File: src/rtl/muldiv_unit.sv
`default_nettype none
// ============================================================================
// muldiv_unit : multi-cycle MULT/MULTU/DIV/DIVU unit producing the hi/lo pair
// Revision    : 1.0
// ============================================================================
module muldiv_unit #(
   parameter int MULT_LATENCY = 2
) (
   input  logic        clk,
   input  logic        reset,
   input  logic        start,
   input  logic [1:0]  op,
   input  logic [31:0] a,
   input  logic [31:0] b,
   input  logic        flush,
   output logic        busy,
   output logic        done,
   output logic [31:0] hi,
   output logic [31:0] lo
);

   typedef enum logic [2:0] {
      S_IDLE = 3'd0,
      S_MUL  = 3'd1,
      S_DIV  = 3'd2,
      S_SIGN = 3'd3,
      S_DONE = 3'd4
   } state_t;

   localparam logic [4:0] c_mul_cnt = (MULT_LATENCY > 1) ? 5'(MULT_LATENCY - 2) : 5'd0;

   state_t      r_state;
   state_t      w_next;
   logic        w_accept;
   logic        w_load;

   logic [31:0] r_a;
   logic [31:0] r_b;
   logic        r_signed;
   logic [4:0]  r_cnt;
   logic [31:0] r_quo;
   logic [31:0] r_dvs;
   logic [32:0] r_rem;

   // ------------------------------------------------------------------
   // Next-state logic
   // ------------------------------------------------------------------
   always_comb begin
      w_next   = r_state;
      w_accept = 1'b0;
      case (r_state)
         S_IDLE, S_DONE: begin
            if (start) begin
               w_accept = 1'b1;
               if (op[1])
                  w_next = S_DIV;
               else if (MULT_LATENCY == 1)
                  w_next = S_DONE;
               else
                  w_next = S_MUL;
            end else begin
               w_next = S_IDLE;
            end
         end
         S_MUL:   if (r_cnt == 5'd0) w_next = S_DONE;
         S_DIV:   if (r_cnt == 5'd0) w_next = S_SIGN;
         S_SIGN:  w_next = S_DONE;
         default: w_next = S_IDLE;
      endcase
      if (flush) begin
         w_next   = S_IDLE;
         w_accept = 1'b0;
      end
   end

   // Every entry into DONE (including DONE->DONE at latency 1) publishes a result.
   assign w_load = (w_next == S_DONE);
   assign busy   = (r_state == S_MUL) || (r_state == S_DIV) || (r_state == S_SIGN);
   assign done   = (r_state == S_DONE);

   // ------------------------------------------------------------------
   // Multiplier: single 64x64 array; operands come straight from the
   // inputs when the result is due on the accepting edge (latency 1).
   // ------------------------------------------------------------------
   logic        w_from_in;
   logic [31:0] w_pa;
   logic [31:0] w_pb;
   logic        w_psgn;
   logic [63:0] w_ext_a;
   logic [63:0] w_ext_b;
   logic [63:0] w_prod;

   assign w_from_in = (r_state != S_MUL);
   assign w_pa      = w_from_in ? a : r_a;
   assign w_pb      = w_from_in ? b : r_b;
   assign w_psgn    = w_from_in ? ~op[0] : r_signed;
   assign w_ext_a   = {{32{w_psgn & w_pa[31]}}, w_pa};
   assign w_ext_b   = {{32{w_psgn & w_pb[31]}}, w_pb};
   assign w_prod    = w_ext_a * w_ext_b;

   // ------------------------------------------------------------------
   // Restoring divider on magnitudes
   // ------------------------------------------------------------------
   logic [31:0] w_mag_a;
   logic [31:0] w_mag_b;
   logic [33:0] w_trial;
   logic [32:0] w_shift;
   logic        w_q_neg;
   logic        w_r_neg;
   logic [31:0] w_div_hi;
   logic [31:0] w_div_lo;
   logic [31:0] w_res_hi;
   logic [31:0] w_res_lo;

   assign w_mag_a = (~op[0] & a[31]) ? (32'd0 - a) : a;
   assign w_mag_b = (~op[0] & b[31]) ? (32'd0 - b) : b;
   assign w_trial = {r_rem, r_quo[31]} - {2'b00, r_dvs};
   assign w_shift = {r_rem[31:0], r_quo[31]};

   assign w_q_neg = r_signed & (r_a[31] ^ r_b[31]);
   assign w_r_neg = r_signed & r_a[31];

   // Zero divisor is forced explicitly so the signed path does not negate it.
   assign w_div_lo = (r_b == 32'd0) ? 32'hFFFF_FFFF
                   : (w_q_neg ? (32'd0 - r_quo) : r_quo);
   assign w_div_hi = (r_b == 32'd0) ? r_a
                   : (w_r_neg ? (32'd0 - r_rem[31:0]) : r_rem[31:0]);

   assign w_res_hi = (r_state == S_SIGN) ? w_div_hi : w_prod[63:32];
   assign w_res_lo = (r_state == S_SIGN) ? w_div_lo : w_prod[31:0];

   always_ff @(posedge clk) begin
      if (reset) begin
         r_state  <= S_IDLE;
         r_a      <= 32'd0;
         r_b      <= 32'd0;
         r_signed <= 1'b0;
         r_cnt    <= 5'd0;
         r_quo    <= 32'd0;
         r_dvs    <= 32'd0;
         r_rem    <= 33'd0;
         hi       <= 32'd0;
         lo       <= 32'd0;
      end else begin
         r_state <= w_next;
         if (w_accept) begin
            r_a      <= a;
            r_b      <= b;
            r_signed <= ~op[0];
            r_quo    <= w_mag_a;
            r_dvs    <= w_mag_b;
            r_rem    <= 33'd0;
            r_cnt    <= op[1] ? 5'd31 : c_mul_cnt;
         end else if (r_state == S_DIV) begin
            r_cnt <= r_cnt - 5'd1;
            if (!w_trial[33]) begin
               r_rem <= w_trial[32:0];
               r_quo <= {r_quo[30:0], 1'b1};
            end else begin
               r_rem <= w_shift;
               r_quo <= {r_quo[30:0], 1'b0};
            end
         end else if ((r_state == S_MUL) && (r_cnt != 5'd0)) begin
            r_cnt <= r_cnt - 5'd1;
         end
         if (w_load) begin
            hi <= w_res_hi;
            lo <= w_res_lo;
         end
      end
   end

endmodule
`default_nettype wire

File: config.mk
export PLATFORM = sky130hd
export DESIGN_NAME = muldiv_unit
export DESIGN_NICKNAME = d
export VERILOG_FILES = /design/src/rtl/muldiv_unit.sv
export SDC_FILE = /design/constraint.sdc
export NUM_CORES = 2
export LEC_CHECK = 0
export ABC_AREA = 1
export CORE_ASPECT_RATIO = 0.75
export CORE_MARGIN = 8
export CORE_UTILIZATION = 50
export CTS_CLUSTER_SIZE = 10
export DETAILED_ROUTE_END_ITERATION = 16
export HOLD_SLACK_MARGIN = 0.06
export MAX_ROUTING_LAYER = met4
export PLACE_DENSITY_LB_ADDON = 0.12
export RECOVER_POWER = 50
export SKIP_CTS_REPAIR_TIMING = 1
export SLEW_MARGIN = 20
export SYNTH_ARGS = -nofsm -noshare
export SYNTH_HDL_FRONTEND = slang
export SYNTH_SLANG_ARGS = --single-unit
File: constraint.sdc
create_clock -name clk -period 10.4 [get_ports clk]
set_input_delay 1.04 -clock clk [delete_from_list [all_inputs] [get_ports clk]]
set_output_delay 1.04 -clock clk [all_outputs]
set_load 0.005 [all_outputs]
* Yosys cells after proc, flatten, opt, wreduce, memory -nomap -nowiden
Cells that the tools add are included.
** Storage, ports and cells
- Register bits after elaboration :: 234
- Output and inout bits :: 66
- Word-level logic and storage cells :: 70
** Cells by class
- Add/subtract/negate cells :: 6
- Multipliers :: 1
- Eq/ne operators :: 6
- Multiplexer cells :: 28
- Bitwise logic cells :: 8
- Reductions and logical operators :: 11
** Operators by type and width (number)
- 2-to-1 mux 32 bit :: 12
- subtractor 1 x 32 -> 32 bit (first input constant) :: 4
- multiplier 33 x 33 -> 64 bit :: 1
- subtractor 34 x 32 -> 34 bit :: 1
- 2-to-1 mux 33 bit :: 1
- zero test 32 bit :: 1
- 2-to-1 mux 5 bit :: 4
- 2-to-1 mux 3 bit :: 4
- one-hot mux 3 bit (4 select lines) :: 1
- bitwise AND 1 bit :: 6
- equality test 3 x 2 -> 1 bit (second input constant) :: 2
- equality test 3 bit (second input constant) :: 2
- zero test 5 bit :: 1
- 2-to-1 mux 1 bit :: 5
- nonzero test 5 bit :: 1
- subtractor 5 x 1 -> 5 bit (second input constant) :: 1
- OR reduction 2 bit :: 2
- equality test 3 x 1 -> 1 bit (second input constant) :: 1
- zero test 3 bit :: 1
- inequality test 3 x 1 -> 1 bit (second input constant) :: 1
- nonzero test 3 bit :: 1
- logical OR 1 bit :: 2
- 2-to-1 mux 2 bit :: 1
- nonzero test 2 bit :: 1
- other kinds (3) :: 3

* Depth between registers and ports, before layout
- Word-level depth :: 5
- Depth in mapped cells :: 40

* Worst setup path after synthesis
OpenSTA, ideal clock, no wires.
- Path type :: input to register
- From :: input port op[0]
- To :: register hi[30]
- Library setup time :: 0.119 ns
- Data arrival time :: 8.051 ns
- Data required time :: 10.281 ns
- Setup slack :: 2.230 ns
- Cell stages on the path :: 32
- Path through :: inv_1 > nand2_1 > nand2_1 > nand2_1 > clkbuf_1 > nor2_1 > fa_1 > inv_1 > fa_1 > inv_1 > fa_1 > inv_1 > fa_1 > fa_1 > inv_1 > fa_1 > inv_1 > fa_1 > fa_1 > inv_1 > ha_1 > inv_1 > nor3_1 > inv_1 > nor2_1 > nand2_1 > nor3_1 > nand2_1 > nand2_1 > nand2_1 > nand3_1 > a21oi_1
** Between the ends
- Word-level cells in the longest chain between the ends :: 5
- Elaborated cells between the ends (all ways) :: 6
** Ends and longest elaborated chain
- start: declaration :: RTL line 12 : input logic [1:0] op,
- NOT 1 bit (*) :: RTL line 96 : assign w_psgn = w_from_in ? ~op[0] : r_signed;
- 2-to-1 mux 1 bit (*) :: RTL line 96
- bitwise AND 1 bit (on tied branches) :: RTL line 97, 98
- multiplier 33 x 33 -> 64 bit (*) :: RTL line 99 : assign w_prod = w_ext_a * w_ext_b;
- 2-to-1 mux 32 bit (*) :: RTL line 129 : assign w_res_hi = (r_state == S_SIGN) ? w_div_hi : w_prod[63:32];
- end signal: assignment :: RTL line 167 : hi <= w_res_hi;
- end: declaration :: RTL line 18 : output logic [31:0] hi,
Mark *: on every way between the ends. The rest lies on a longest branch, timed or not.
A chain may end at the register's enable or synchronous reset.

* Worst setup path in the final report
- From :: input port op[0]
- To :: register hi[22]
Same word-level chain as after synthesis.

==> impl_metrics.csv <==
group,metric,value,unit
clock_tree,ctsHtreeMaxLevel,1,
worst_setup_path,rr_worst_depth,32,
die,starting_density_of_the_core,50.6,%
placement,hpwl,194,mm
worst_hold_path,hold_path_startpoint,"lo[29]",
worst_setup_path,timing.critical_path.required,10.92,ns
yosys,yosysWarningCount,0,
timing,final-hold-violation-count,0,
yosys,synth_seq_cells,233,
yosys,count_of_different_cell_masters_after_synthesis,56,
yosys,synth.net_count,8658,
worst_setup_path,crit_path_end_kind,"register",
worst_setup_path,critPathMostFrequentCell,"sky130_fd_sc_hd__fa_1",
yosys,synth_cells,7213,
worst_hold_path,holdPathStages,2,
yosys,synthTopCellsByArea,"sky130_fd_sc_hd__fa_1 (41%), sky130_fd_sc_hd__inv_1 (11%), sky130_fd_sc_hd__nand2_1 (9.9%)",
clock_tree,clk_path_buf_depth,3,
finish,fin_cells,8779,
placement,io_buffer_count,135,
clock_tree,tritoncts.num_buffers,28,
timing,setup_tns,0,ns
yosys,dominantRegCellSynth,"sky130_fd_sc_hd__dfxtp_1",
timing,tightestPinTransition,3.62,ns
drt,routed-via-count,50900,
drt,drt-total-wl,230,mm
drt,drc,0,
global_routing,grt_pass1_wl,338,mm
worst_setup_path,r2r_end,"lo[26]",
yosys,post-synth-top-count-cell,"sky130_fd_sc_hd__inv_1",
yosys,synth_area,54400,µm²
timing,period_minus_slack,9.80,ns
worst_setup_path,reg2reg_from,"r_state[2]",
drt,via_density_per_instance,5.80,
timing,max_freq,0.102,GHz
finish,final_util,55.0,%
drt,drt-pass1-iter-count,6,
clock_tree,tritoncts,"yes",
global_routing,pin_count_of_the_biggest_net_entering_global_routing,99,
clock_tree,insertion_delay,0.60,ns
yosys,area_share_of_the_largest_cell_type_after_synthesis,41.4,%
worst_hold_path,worstHoldEndpoint,"lo[29]",
global_routing,globalRouteTotalUtil,39.3,%
global_routing,grt_pass1_vias,49600,
worst_setup_path,timing.critical_path.arrival,10.32,ns
yosys,synthArstFlopShare,0,%
timing,timing.final.max_slew_violations,370,
job,maxCapViolations,7,
timing,fin_hold_ws,0.466,ns
drt,drt-wirelength-per-cell,26.2,µm
placement,gp_routability_congestion,1.06,
finish,syn2layout_area_growth,8.65,%
global_routing,leftover_overflow_at_the_end_of_global_routing,0,
worst_setup_path,cp_slowest_stage_delay,0.63,ns
die,fp.dieH,302,µm
finish,layout-drive-gt1-share,5.33,%
yosys,syn_avg_cell_area,7.55,µm²
timing,maxSlewHeadroom,-141,%
status,outcome,"finished with violations",
die,placement_rows,104,
worst_setup_path,rrSetupSlack,0.63,ns
yosys,synth_cell_count_leaders,"sky130_fd_sc_hd__inv_1 (1594), sky130_fd_sc_hd__nand2_1 (1432), sky130_fd_sc_hd__fa_1 (1126)",
timing,rsz0062_at_grt,"false",
clock_tree,clk_transition_reported_paths,0.06,ns
timing,crit_share_post_route,94.2,%
drt,drt_iter0_markers,6663,
worst_hold_path,hold_path_class,"reg -> reg",
worst_setup_path,worstPathMaxFanout,13,
drt,antenna_violating_nets_remaining,0,
status,violations_in_the_final_reports,"capacitance limit, slew limit",
global_routing,grt_antenna_before_repair,15,
worst_setup_path,critPathSlowestCell,"sky130_fd_sc_hd__fa_1",
clock_tree,clock_tree.root_cell,"sky130_fd_sc_hd__clkbuf_16",
yosys,yosysSeqAreaShare,8.57,%
die,floorplan.die_area,120000,µm²
yosys,synth_enable_flop_cells,0,
die,io_pins,136,
timing,setup_viol_count_final,0,
worst_setup_path,critical_path_class,"in -> reg",
timing,fin_worst_skew,0.0276,ns
die,core_area,108000,µm²
clock_tree,clock_sink_count,233,
placement,numPlacedInstances,8728,
finish,finalNetCount,8772,
yosys,synth.largest_area_cell,"sky130_fd_sc_hd__fa_1",
worst_setup_path,worstSetupStartpointType,"primary input",
die,die_width,397,µm
==> worst max path at each step <==
| stage | end | cells past startpoint | slack (ns) | start |
|---|---|---|---|---|
| 3_5_place_dp | hi[19] | 27 | 0.23 | op[0] |
| 2_1_floorplan | hi[30] | 32 | 2.23 | op[0] |
| 3_3_place_gp | hi[22] | 30 | 0.11 | op[0] |
| 6_report | hi[22] | 29 | 0.60 | op[0] |
| 5_1_grt | hi[22] | 29 | 0.28 | op[0] |
| 4_1_cts | hi[19] | 27 | 0.81 | op[0] |
==> cells by family after synthesis <==
logic type / Yosys count / share of synthesized area (%)
AO/OA/AOI/OAI: 898 / 9.11
XOR/XNOR: 65 / 1.05
adder cells (fa/ha/maj): 1375 / 47.1
buffers and inverters: 1918 / 13.7
flip-flops: 233 / 8.57
AND/OR/NAND/NOR: 2724 / 20.4
==> stage by stage <==
stage | cell area (µm²) | worst slack, ns
final | 59100 | 0.600
after global routing | 59100 | 0.275
after CTS | 59100 | 0.812
after detailed placement | 58300 | 0.230
after global placement | 58300 | 0.114
after floorplan | 54400 | 2.23
==> state kept, by name, summed over array words and instances (netlist names) <==
register / flops
r_cnt: 5
r_quo: 32
hi: 32
r_rem: 33
r_a: 32
lo: 32
r_signed: 1
r_dvs: 31
r_b: 32
r_state: 3
==> worst max-delay path: cells and delay by family <==
family          cells  cell delay [ns]
simple gates       11             2.81
fa+ha+maj           9             4.63
buf+inv             8             1.63
compound gates      1             0.19
==> cells in the final DEF (no fill, tap or decap), types with 45 or more instances in the layout <==
cell,instances
sky130_fd_sc_hd__buf_4,234
sky130_fd_sc_hd__o21ai_2,48
sky130_fd_sc_hd__inv_1,1594
sky130_fd_sc_hd__fa_1,1126
sky130_fd_sc_hd__xor2_1,46
sky130_fd_sc_hd__dlygate4sd3_1,67
sky130_fd_sc_hd__o21ai_0,309
sky130_fd_sc_hd__dfxtp_1,233
sky130_fd_sc_hd__ha_1,249
sky130_fd_sc_hd__a21oi_1,343
sky130_fd_sc_hd__o22ai_1,45
sky130_fd_sc_hd__nand4_1,56
sky130_fd_sc_hd__nand2_1,1431
sky130_fd_sc_hd__nor2_1,776
sky130_fd_sc_hd__nor3_1,47
sky130_fd_sc_hd__nand3_1,317
sky130_fd_sc_hd__clkdlybuf4s50_1,67
==> area by class of cell <==
| type | instances | area, µm² |
|---|---|---|
| Clock inverter | 2 | 38.8 |
| Inverter | 1619 | 6080 |
| Sequential cell | 233 | 4660 |
| Timing Repair Buffer | 383 | 3290 |
| Antenna cell | 14 | 35.0 |
| Fill cell | 10500 | 48500 |
| Multi-Input combinational cell | 5062 | 42500 |
| Tap cell | 1431 | 1790 |
| Clock buffer | 35 | 758 |
==> layer usage <==
layer	track usage (%)	part of all wire (%)	vias up	wire (µm)
met3	13.1	15	392	33800
met2	51.6	39	3292	89700
met4	11.1	3.6	0	8310
met5	-	0	-	0
met1	57.4	43	25300	98700
li1	-	-	21900	-
Power is left out: the tool's default activity adds up to more than one toggle a clock period on the data nets, which glitch-free logic cannot reach.
